===== src/rtl/scan_sequencer.sv =====
// Channel scan sequencer for a 3:8 decoder. It steps through the enabled channels,
// inserting a one-cycle blank (e=0) before every channel select change.
module scan_sequencer #(
  parameter int DWELL_W = 8
) (
  input  logic               clk,
  input  logic               rst_n,
  input  logic               start,
  input  logic               stop,
  input  logic               mode,
  input  logic [7:0]         mask,
  input  logic [DWELL_W-1:0] dwell,
  output logic               a,
  output logic               b,
  output logic               c,
  output logic               e,
  output logic               busy,
  output logic               done
);

  typedef enum logic [1:0] {IDLE, BLANK, DRIVE, DONE} state_t;

  state_t             state_r, state_s;
  logic [2:0]         sel_r, sel_s;
  logic [DWELL_W-1:0] cnt_r, cnt_s;
  logic [7:0]         mask_r, mask_s;
  logic               mode_r, mode_s;
  logic               e_r, e_s;
  logic               busy_r, busy_s;
  logic               done_r, done_s;

  function automatic logic [2:0] lowest_chan(input logic [7:0] m);
    logic [2:0] r;
    r = 3'd0;
    for (int i = 7; i >= 0; i--) begin
      if (m[i]) r = 3'(i);
    end
    return r;
  endfunction

  function automatic logic [2:0] highest_chan(input logic [7:0] m);
    logic [2:0] r;
    r = 3'd0;
    for (int i = 0; i < 8; i++) begin
      if (m[i]) r = 3'(i);
    end
    return r;
  endfunction

  // Upward search from cur+1 with 7->0 wrap; a lone channel finds itself.
  function automatic logic [2:0] next_chan(input logic [7:0] m, input logic [2:0] cur);
    logic [2:0] r;
    logic [2:0] idx;
    r = cur;
    for (int k = 7; k >= 1; k--) begin
      idx = cur + 3'(k);
      if (m[idx]) r = idx;
    end
    return r;
  endfunction

  // State, scan configuration and registered outputs.
  always_ff @(posedge clk or negedge rst_n) begin
    if (!rst_n) begin
      state_r <= IDLE;
      sel_r   <= 3'd0;
      cnt_r   <= '0;
      mask_r  <= 8'd0;
      mode_r  <= 1'b0;
      e_r     <= 1'b0;
      busy_r  <= 1'b0;
      done_r  <= 1'b0;
    end else begin
      state_r <= state_s;
      sel_r   <= sel_s;
      cnt_r   <= cnt_s;
      mask_r  <= mask_s;
      mode_r  <= mode_s;
      e_r     <= e_s;
      busy_r  <= busy_s;
      done_r  <= done_s;
    end
  end

  // Next-state logic; outputs are decoded from the next state so they register with it.
  always_comb begin
    state_s = state_r;
    sel_s   = sel_r;
    cnt_s   = cnt_r;
    mask_s  = mask_r;
    mode_s  = mode_r;
    case (state_r)
      IDLE: begin
        if (start && !stop && (mask != 8'd0)) begin
          mask_s  = mask;
          mode_s  = mode;
          sel_s   = lowest_chan(mask);
          state_s = BLANK;
        end else begin
          state_s = IDLE;
        end
      end
      BLANK: begin
        if (stop) begin
          state_s = IDLE;
        end else begin
          cnt_s   = (dwell == '0) ? DWELL_W'(1) : dwell;
          state_s = DRIVE;
        end
      end
      DRIVE: begin
        if (stop) begin
          state_s = IDLE;
        end else if (cnt_r <= DWELL_W'(1)) begin
          if (mode_r && (sel_r == highest_chan(mask_r))) begin
            state_s = DONE;
          end else begin
            sel_s   = next_chan(mask_r, sel_r);
            state_s = BLANK;
          end
        end else begin
          cnt_s = cnt_r - DWELL_W'(1);
        end
      end
      DONE: begin
        state_s = IDLE;
      end
      default: begin
        state_s = IDLE;
      end
    endcase
    e_s    = (state_s == DRIVE);
    busy_s = (state_s == BLANK) || (state_s == DRIVE);
    done_s = (state_s == DONE);
  end

  assign {a, b, c} = sel_r;
  assign e         = e_r;
  assign busy      = busy_r;
  assign done      = done_r;

endmodule


===== config.mk =====
export PLATFORM = sky130hd
export DESIGN_NAME = scan_sequencer
export DESIGN_NICKNAME = d
export VERILOG_FILES = /design/src/rtl/scan_sequencer.sv
export SDC_FILE = /design/constraint.sdc
export NUM_CORES = 1
export LEC_CHECK = 0
export BUFFER_PORTS_ARGS = -buffer_cell sky130_fd_sc_hd__buf_4
export CORE_MARGIN = 3
export CORE_UTILIZATION = 55
export CTS_BUF_LIST = sky130_fd_sc_hd__clkbuf_8
export DETAILED_ROUTE_END_ITERATION = 8
export PLACE_DENSITY = 0.77
export SLEW_MARGIN = 20
export SYNTH_ARGS = -nofsm -noshare
export SYNTH_HDL_FRONTEND = slang
export SYNTH_SLANG_ARGS = --single-unit

===== constraint.sdc =====
create_clock -name clk -period 3.95 [get_ports clk]
set_clock_uncertainty 0.1 [all_clocks]
set_input_delay 0.79 -clock clk [delete_from_list [all_inputs] [get_ports clk]]
set_output_delay 0.79 -clock clk [all_outputs]
set_load 0.005 [all_outputs]

==> metrics, run 1 <==
combinational group share of total power=59.1%; critical path arrival=2.94 ns; crit-path max cell delay=0.59 ns; Sink Count=25; # rows=21; synthesized flop and latch total=25; Post-CTS Resized=0; DRC=0; Placed Cells=282; die height=67.3 um; worst ir drop on vdd=0.326 mV; Congestion Overflow GR=0; DP Area=around 2300 um^2; synth warn=0; synth top area cells=dfrtp_1 30%, mux4_2 8.7%, mux2_2 5.5%; Setup CP Type=register to register; internal power=between 0.7 and 0.8 mW; Final Max Tran Viols=0; depth of the CTS H-tree=1; post-synth top area share=30.3%; ys async rst share=100%; max_slew headroom=45.2%; Pwr per Cell Area=604 nW/um^2; FF/Latch Area=626 um^2; Final period util=72.2%; max cap viols=0; Clk pwr share=11.5%; library cells used by synthesis=55; Sum Neg Setup Slack=0 ns; initial antenna violation count=0; overall routing resource usage=approximately 22%; crit end category=register; Final Non-Filler Cells=286; sequential area share after synthesis=30.3%; Die Width=67.3 um; initial DRC count=123; DR WL/cell=15.9 um; vias=1,780; Sw Ratio=44.8%; total chip power=1.40 mW; Reg power frac=just under 30%; drt pass-1 iters=4; Root Buffer=clkbuf_8; GP Congestion=just under 0.9; Inserted Diodes=0; hold_ws=0.301 ns; startpoint types=register; CTS Hold Buffers Added=0; layout cell share with drive strength beyond 1=25.4%; drt via density=6.22; most frequent cell after synthesis=dfrtp_1; nets=268; Worst-Margin Slew=0.819 ns; post-CTS setup buffer count=0; setup violators final=0; status=complete, no violations; DP Worst Slack=1.16 ns; final hold violation count=0; fin crit period=2.85 ns; cells after synthesis=219; Synth top cells by count=25 x dfrtp_1, 20 x a21oi_1, 17 x nand2_1; Mapped Avg Cell Area=9.43 um^2; final worst slack=~1.1 ns; die area=roughly 4500 um^2; Buffers on Ports=26; Multi-input gate area=1320 um^2; Final Cell Area=2320 um^2; Filler cells=289; EDFF count, synth=0; slowest cell on the critical path=mux4_2; Layout Utilization=67.0%; NetSw=0.628 mW; vias in the first global route=approximately 1,600; worst-case clock buffer depth=2; Cell Chain, Critical Path=inv_1 -> ha_1 -> mux4_2 -> mux2i_2 -> nand3_1 -> nor4_4 -> o21ai_0 -> o31ai_1; CTS Buf Count=3; # IOs=27; first-pass GRT wire length=7590 um; Mapped Area=2070 um^2; Reg clk slew, reported paths=0.09 ns; Layout area overhead=12.4%; CP Max Fanout=9; hpwl dp=3450 um; top cell type by total area after synthesis=dfrtp_1; FMAX=351 MHz; worst min path class=input port to asynchronous set/reset pin; CTS tree=built; Lkg Pwr=0.950 nW; RSZ-0062 raised after global routing=no; final antenna-violating net count=0; Worst-Skew Late Latency=~0.27 ns; ys flop type=dfrtp_1; Starting Density=a little under 60%; syn nets=about 250; largest net degree at the start of global routing=26; Core Area=3470 um^2; Data required, critical path=4.03 ns; WL final=4560 um
-- metal layers --
layer / global-route usage (%) / share of wire (%) / vias up
met2: 35.5 / 47 / 59
li1: - / - / 868
met3: 3.66 / 5.0 / 2
met1: 31.3 / 48 / 851
met4: 2.78 / 0.29 / 0
met5: 0 / 0 / -
-- worst max-delay path: cells and delay by family (launching register included) --
family	cells	cell delay (ns)
AOI/OAI and AO/OA	2	0.29
adders and majority gates	1	0.47
buffers and inverters	1	0.08
DFF	1	0.36
muxes	2	0.88
and+or+nand+nor	2	0.58
-- registers in the layout, indices dropped and copies added, names as in the netlist --
name and cells:
cnt_r 8, sel_r 3, done 1, mode_r 1
mask_r 8, e 1, busy 1, state_r 2
-- power by group through the flow --
stage | logic, mW | clock network (mW) | registers [mW]
detailed placement | 0.818 | 0 | 0.416
CTS | 0.822 | 0.167 | 0.411
global placement | 0.818 | 0 | 0.413
global route | 0.913 | 0.176 | 0.424
floorplan | 0.701 | 0 | 0.377
finish | 0.828 | 0.161 | 0.413
-- cell type report --
cell class | count | area share, %
Clock inverter | 1 | 0.377
Multi-Input combinational cell | 170 | 57.0
Tap cell | 46 | 2.48
Timing Repair Buffer | 30 | 9.70
Sequential cell | 25 | 26.9
Inverter | 11 | 1.78
Clock buffer | 3 | 1.78
-- cell usage in the layout, fill, tap and decap left out, types with 3 or more instances in the layout --
cell and instances:
a21oi_1 20, buf_4 30, clkbuf_8 3, dfrtp_1 25, ha_1 6, inv_1 11, mux2_2 10, mux2i_1 5
mux4_2 8, nand2_1 17, nand2b_1 4, nand3_1 5, nand4_1 3, nor2_1 13, nor2b_1 5, nor3_1 6
nor4_1 6, o21ai_0 9, o21ai_1 4, o22ai_1 3, o31ai_1 3
-- cell families (layout without fill, tap and decap cells) --
| group | count (synthesis) | count (layout) | share of synthesized area, % |
|---|---|---|---|
| buffers and inverters | 24 | 45 | 5.69 |
| DFF | 25 | 25 | 30.3 |
| AOI/OAI and AO/OA | 61 | 61 | 19.2 |
| muxes | 27 | 27 | 20.2 |
| and+or+nand+nor | 71 | 71 | 18.5 |
| xor gates and xnor gates | 5 | 5 | 2.48 |
| adders and majority gates | 6 | 6 | 3.63 |
-- worst paths after layout --
path                           from       end  slack (ns)  cells after the start
max in group asynchronous     rst_n  sel_r[2]        3.20                      1
setup / recovery           sel_r[1]  sel_r[2]        1.10                      8
min in group clk             mode_r    mode_r        0.45                      1
setup reg to reg           sel_r[1]  sel_r[2]        1.10                      8
hold / removal                rst_n         e        0.30                      1
hold reg to reg              mode_r    mode_r        0.45                      1
Note: power is estimated with default switching activity, not from simulation.
==> run 2, diff against run 1 <==
- CORE_UTILIZATION: 55 -> 54
- PLACE_DENSITY: 0.77 -> 0.78
- clock period: 3.95 -> 2.3 ns (I/O delays scaled with it)
==> run 2 against run 1 <==
The run now ends with negative setup slack left. Count of clock-buffer cells in the layout unchanged. Largest cell class unchanged. Power rose by 130%. Non-clock buffer count increased by 37. Via count rose by 11%. Flip-flop and latch count is the same.
==> metrics, run 2 (synthesis gave the netlist of run 1 again) <==
Layout area overhead=32.1%; Reg clk slew, reported paths=0.10 ns; max_slew headroom=59.9%; max cap viols=0; Met3 Wirelength=~340 um; commonest cells after routing, fill and taps aside=62 x buf_4, 25 x dfrtp_1, 20 x a21oi_1; depth of the CTS H-tree=1; Inserted Diodes=0; most common cell after layout, fill and taps aside=buf_4; wl on met1=approximately 2300 um; layout cell share with drive strength beyond 1=40.4%; overall routing resource usage=a little under a quarter; setup violators final=3; Sink Count=25; Buffers on Ports=26; startpoint types=register; final worst slack=-0.198 ns; Filler cells=220; hpwl dp=approximately 4000 um; final hold violation count=0; fin crit period=2.50 ns; largest net degree at the start of global routing=26; worst ir drop on vdd=between 0.5 and 0.6 mV; CTS tree=built; Setup crit start=sel_r[0]; total chip power=3.16 mW; first-pass GRT wire length=8400 um; nets=305; # rows=21; worst hold stages=2; Final period util=109%; CTS Buf Count=3; Worst-Margin Slew=0.598 ns; # IOs=27; RSZ-0062 raised after global routing=yes; DP Worst Slack=-0.172 ns; status=complete, but fails checks; worst min path class=input port to register; Starting Density=59.1%; Die Width=around 68 um; Hold Path Origin=mode; Hold Path Sink=mode_r; final antenna-violating net count=0; drt via density=6.13; DR WL/cell=16.9 um; die area=between 4000 and 5000 um^2; Sum Neg Setup Slack=-0.500 ns; Root Buffer=clkbuf_8; R2R depth=10; CP Max Fanout=5; highest metal used=met4; Data required, critical path=2.42 ns; drt pass-1 iters=4; initial DRC count=209; FMAX=400 MHz; initial antenna violation count=0; Pwr per Cell Area=1160 nW/um^2; WL final=5470 um; Worst-Skew Late Latency=0.28 ns; biggest regs=cnt_r (8), mask_r (8), sel_r (3); Layout Utilization=approximately 78%; Core Area=3490 um^2; GP Congestion=0.906; Setup CP Type=register to register; reg-to-reg endpoint=sel_r[1]; hold_ws=between 0.3 and 0.4 ns; critical path arrival=2.61 ns; worst-case clock buffer depth=2; DRC=0; FF-to-FF Start=sel_r[0]; failing checks=negative setup slack; vias in the first global route=1,793; crit end category=register; met2 WL post-DR=2740 um; Worst R2R Setup Slack=-0.20 ns; vias=1,980; die height=67.9 um; Final Max Tran Viols=0; Lkg Pwr=1.15 nW; Congestion Overflow GR=0
-- run 2: changes by cell type in the layout (fill, tap and decap cells not counted), sizes merged --
cell         before  now
dlygate4sd3       0    1
buf              30   66
-- run 2: layer usage --
metal / vias to the layer above / GRT usage (%)
li1: 946 / -
met1: 952 / 32.9
met2: 76 / 39.2
met3: 6 / 3.61
met4: 0 / 7.44
met5: - / 0
-- run 2: timing repair --
item,4_1_cts,5_1_grt
hold buffers,1,0
pin swaps,5,9
setup endpoints to repair,3,4
gates resized for setup,7,11
endpoints found under the hold margin,25,0
buffers inserted,1,4
-- run 2: stage by stage --
step | area, um^2 | instances
after floorplan | 2110 | 219
after global placement | 2540 | 313
after detailed placement | 2540 | 313
after CTS | 2640 | 319
after global routing | 2730 | 323
final | 2730 | 323
-- run 2: worst max path at each step --
stage | end | slack, ns | depth (start not counted)
after floorplan | sel_r[2] | -0.42 | 11
after global placement | sel_r[1] | -0.12 | 8
after detailed placement | sel_r[1] | -0.17 | 9
after CTS | sel_r[1] | -0.12 | 9
after global routing | sel_r[2] | -0.27 | 9
final | sel_r[1] | -0.20 | 10
-- run 2: critical path, cell delays in order (launching register included) --
cell,delay [ns]
dfrtp_1,0.43
inv_4,0.06
ha_4,0.29
mux4_2,0.55
mux2i_4,0.20
buf_6,0.13
buf_4,0.11
nand4_1,0.11
a21oi_1,0.22
o31ai_2,0.11
a2bb2oi_2,0.13
-- run 2: final cells by class --
cell class,instances,area [um^2],area share [%]
Clock buffer,3,41.3,1.51
Clock inverter,1,8.76,0.321
Inverter,11,43.8,1.60
Timing Repair Buffer,67,520,19.1
Tap cell,46,57.6,2.11
Multi-Input combinational cell,170,1430,52.5
Sequential cell,25,626,22.9
-- run 2: report_power, final --
part,internal (mW),switching (mW)
Sequential,0.551,0.151
Combinational,1.12,1.06
Clock,0.127,0.154
==> run 3, diff against run 2 <==
- GPL_TIMING_DRIVEN: not set -> 0
==> run 3 against run 2 <==
The flow still finishes with violations (negative setup slack). Critical path depth unchanged. Highest routed layer unchanged. Flip-flop and latch count unchanged. Final cell count down 5.0%. Combinational power down 16%.
==> metrics, run 3 (synthesis gave the netlist of run 1 again) <==
status=complete, but fails checks; failing checks=negative setup slack; fin crit period=between 2 and 3 ns; Sink Count=25; Die Width=67.9 um; initial DRC count=158; Core Area=between 3000 and 4000 um^2; crit end category=register; FF/Latch Area=626 um^2; Lkg Pwr=1.04 nW; Pwr per Cell Area=1100 nW/um^2; vias in the first global route=1,795; reg-to-reg endpoint=sel_r[0]; drt pass-1 iters=4; commonest cells after routing, fill and taps aside=36 x buf_4, 25 x dfrtp_1, 20 x a21oi_1; CTS tree=built; RSZ-0062 raised after global routing=yes; worst min path class=input port to register; Worst R2R Setup Slack=-0.29 ns; final antenna-violating net count=0; total chip power=2.79 mW; worst hold stages=2; initial antenna violation count=0; FMAX=385 MHz; DP Worst Slack=-0.630 ns; Data required, critical path=about 2.4 ns; WL final=approximately 5200 um; Multi-input gate area=1380 um^2; Congestion Overflow GR=0; overall routing resource usage=a little under a quarter; Hold Path Origin=mode; R2R depth=10; setup violators final=4; FF-to-FF Start=sel_r[1]; Starting Density=59.1%; # rows=21; Inserted Diodes=0; Layout area overhead=23.0%; GP Congestion=between 0.8 and 0.9; DR WL/cell=16.9 um; max_slew headroom=58.4%; Reg clk slew, reported paths=~0.10 ns; biggest regs=cnt_r (8), mask_r (8), sel_r (3); Setup crit start=sel_r[1]; Worst-Margin Slew=0.616 ns; Setup CP Type=register to register; die area=around 4600 um^2; startpoint types=register; most common cell after layout, fill and taps aside=buf_4; vias=1,918; first-pass GRT wire length=8370 um; worst ir drop on vdd=0.481 mV; Buffers on Ports=26; layout cell share with drive strength beyond 1=32.6%; Final period util=113%; drt via density=6.25; depth of the CTS H-tree=1; hold_ws=0.303 ns; Final Max Tran Viols=0; # IOs=27; max cap viols=0; Final Non-Filler Cells=307; DRC=0; die height=67.9 um; hpwl dp=3720 um; largest net degree at the start of global routing=26; CP Max Fanout=5; nets=roughly 290; Placed Cells=291; Root Buffer=clkbuf_8; worst-case clock buffer depth=2; Hold Path Sink=mode_r; Filler cells=279; Worst-Skew Late Latency=around 0.28 ns; critical path arrival=~2.6 ns; final worst slack=-0.294 ns; Layout Utilization=72.7%; final hold violation count=0; CTS Buf Count=3
[run 3: worst max-delay path by stage]
stage | endpoint | slack, ns
2_1_floorplan | sel_r[2] | -0.42
3_3_place_gp | sel_r[0] | -0.58
3_5_place_dp | sel_r[1] | -0.63
4_1_cts | sel_r[1] | -0.29
5_1_grt | sel_r[0] | -0.37
6_report | sel_r[0] | -0.29
[run 3: worst max-delay path, stage by stage (launching register included)]
cell and delay [ns]:
dfrtp_1 0.39, buf_6 0.13, clkinvlp_4 0.11, ha_4 0.31
mux4_2 0.55, mux2i_4 0.19, buf_6 0.13, o21ai_1 0.07
a31oi_1 0.23, o31a_1 0.18, o32ai_1 0.08
[run 3: layer usage]
layer / global-route usage (%) / vias to the layer above / wire (um)
met4: 3.97 / 0 / 68
li1: - / 921 / -
met3: 4.60 / 10 / 282
met5: 0 / - / 0
met1: 33.5 / 924 / 2330
met2: 39.5 / 63 / 2510
[run 3: repair_timing]
action / CTS / global route
gates resized for setup: 6 / 5
endpoints found under the hold margin: 25 / 0
pin swaps: 5 / 3
hold buffers: 1 / 0
buffers inserted: 10 / 2
setup endpoints to repair: 4 / 7
[run 3: power breakdown]
group	switching [mW]	internal, mW	total (mW)	leakage (nW)
Sequential	0.119	0.551	0.670	0.300
Combinational	0.948	0.885	1.83	0.716
Clock	0.160	0.127	0.287	0.0261
Total	1.23	1.56	2.79	1.04
[run 3: cell type report]
cell class | instances | area share [%]
multi-input cells | 170 | 54.2
flip-flops and latches | 25 | 24.6
repair buffers | 39 | 11.9
plain buffers | 12 | 3.05
well taps | 46 | 2.26
inverters | 11 | 1.97
clock buffers | 3 | 1.62
clock inverters | 1 | 0.345
[run 3: metrics by stage]
stage	area, um^2	setup TNS, ns
finish	2540	-0.924
global route	2540	-1.59
CTS	2510	-0.896
detailed placement	2360	-2.68
global placement	2360	-2.31
floorplan	2110	-1.22
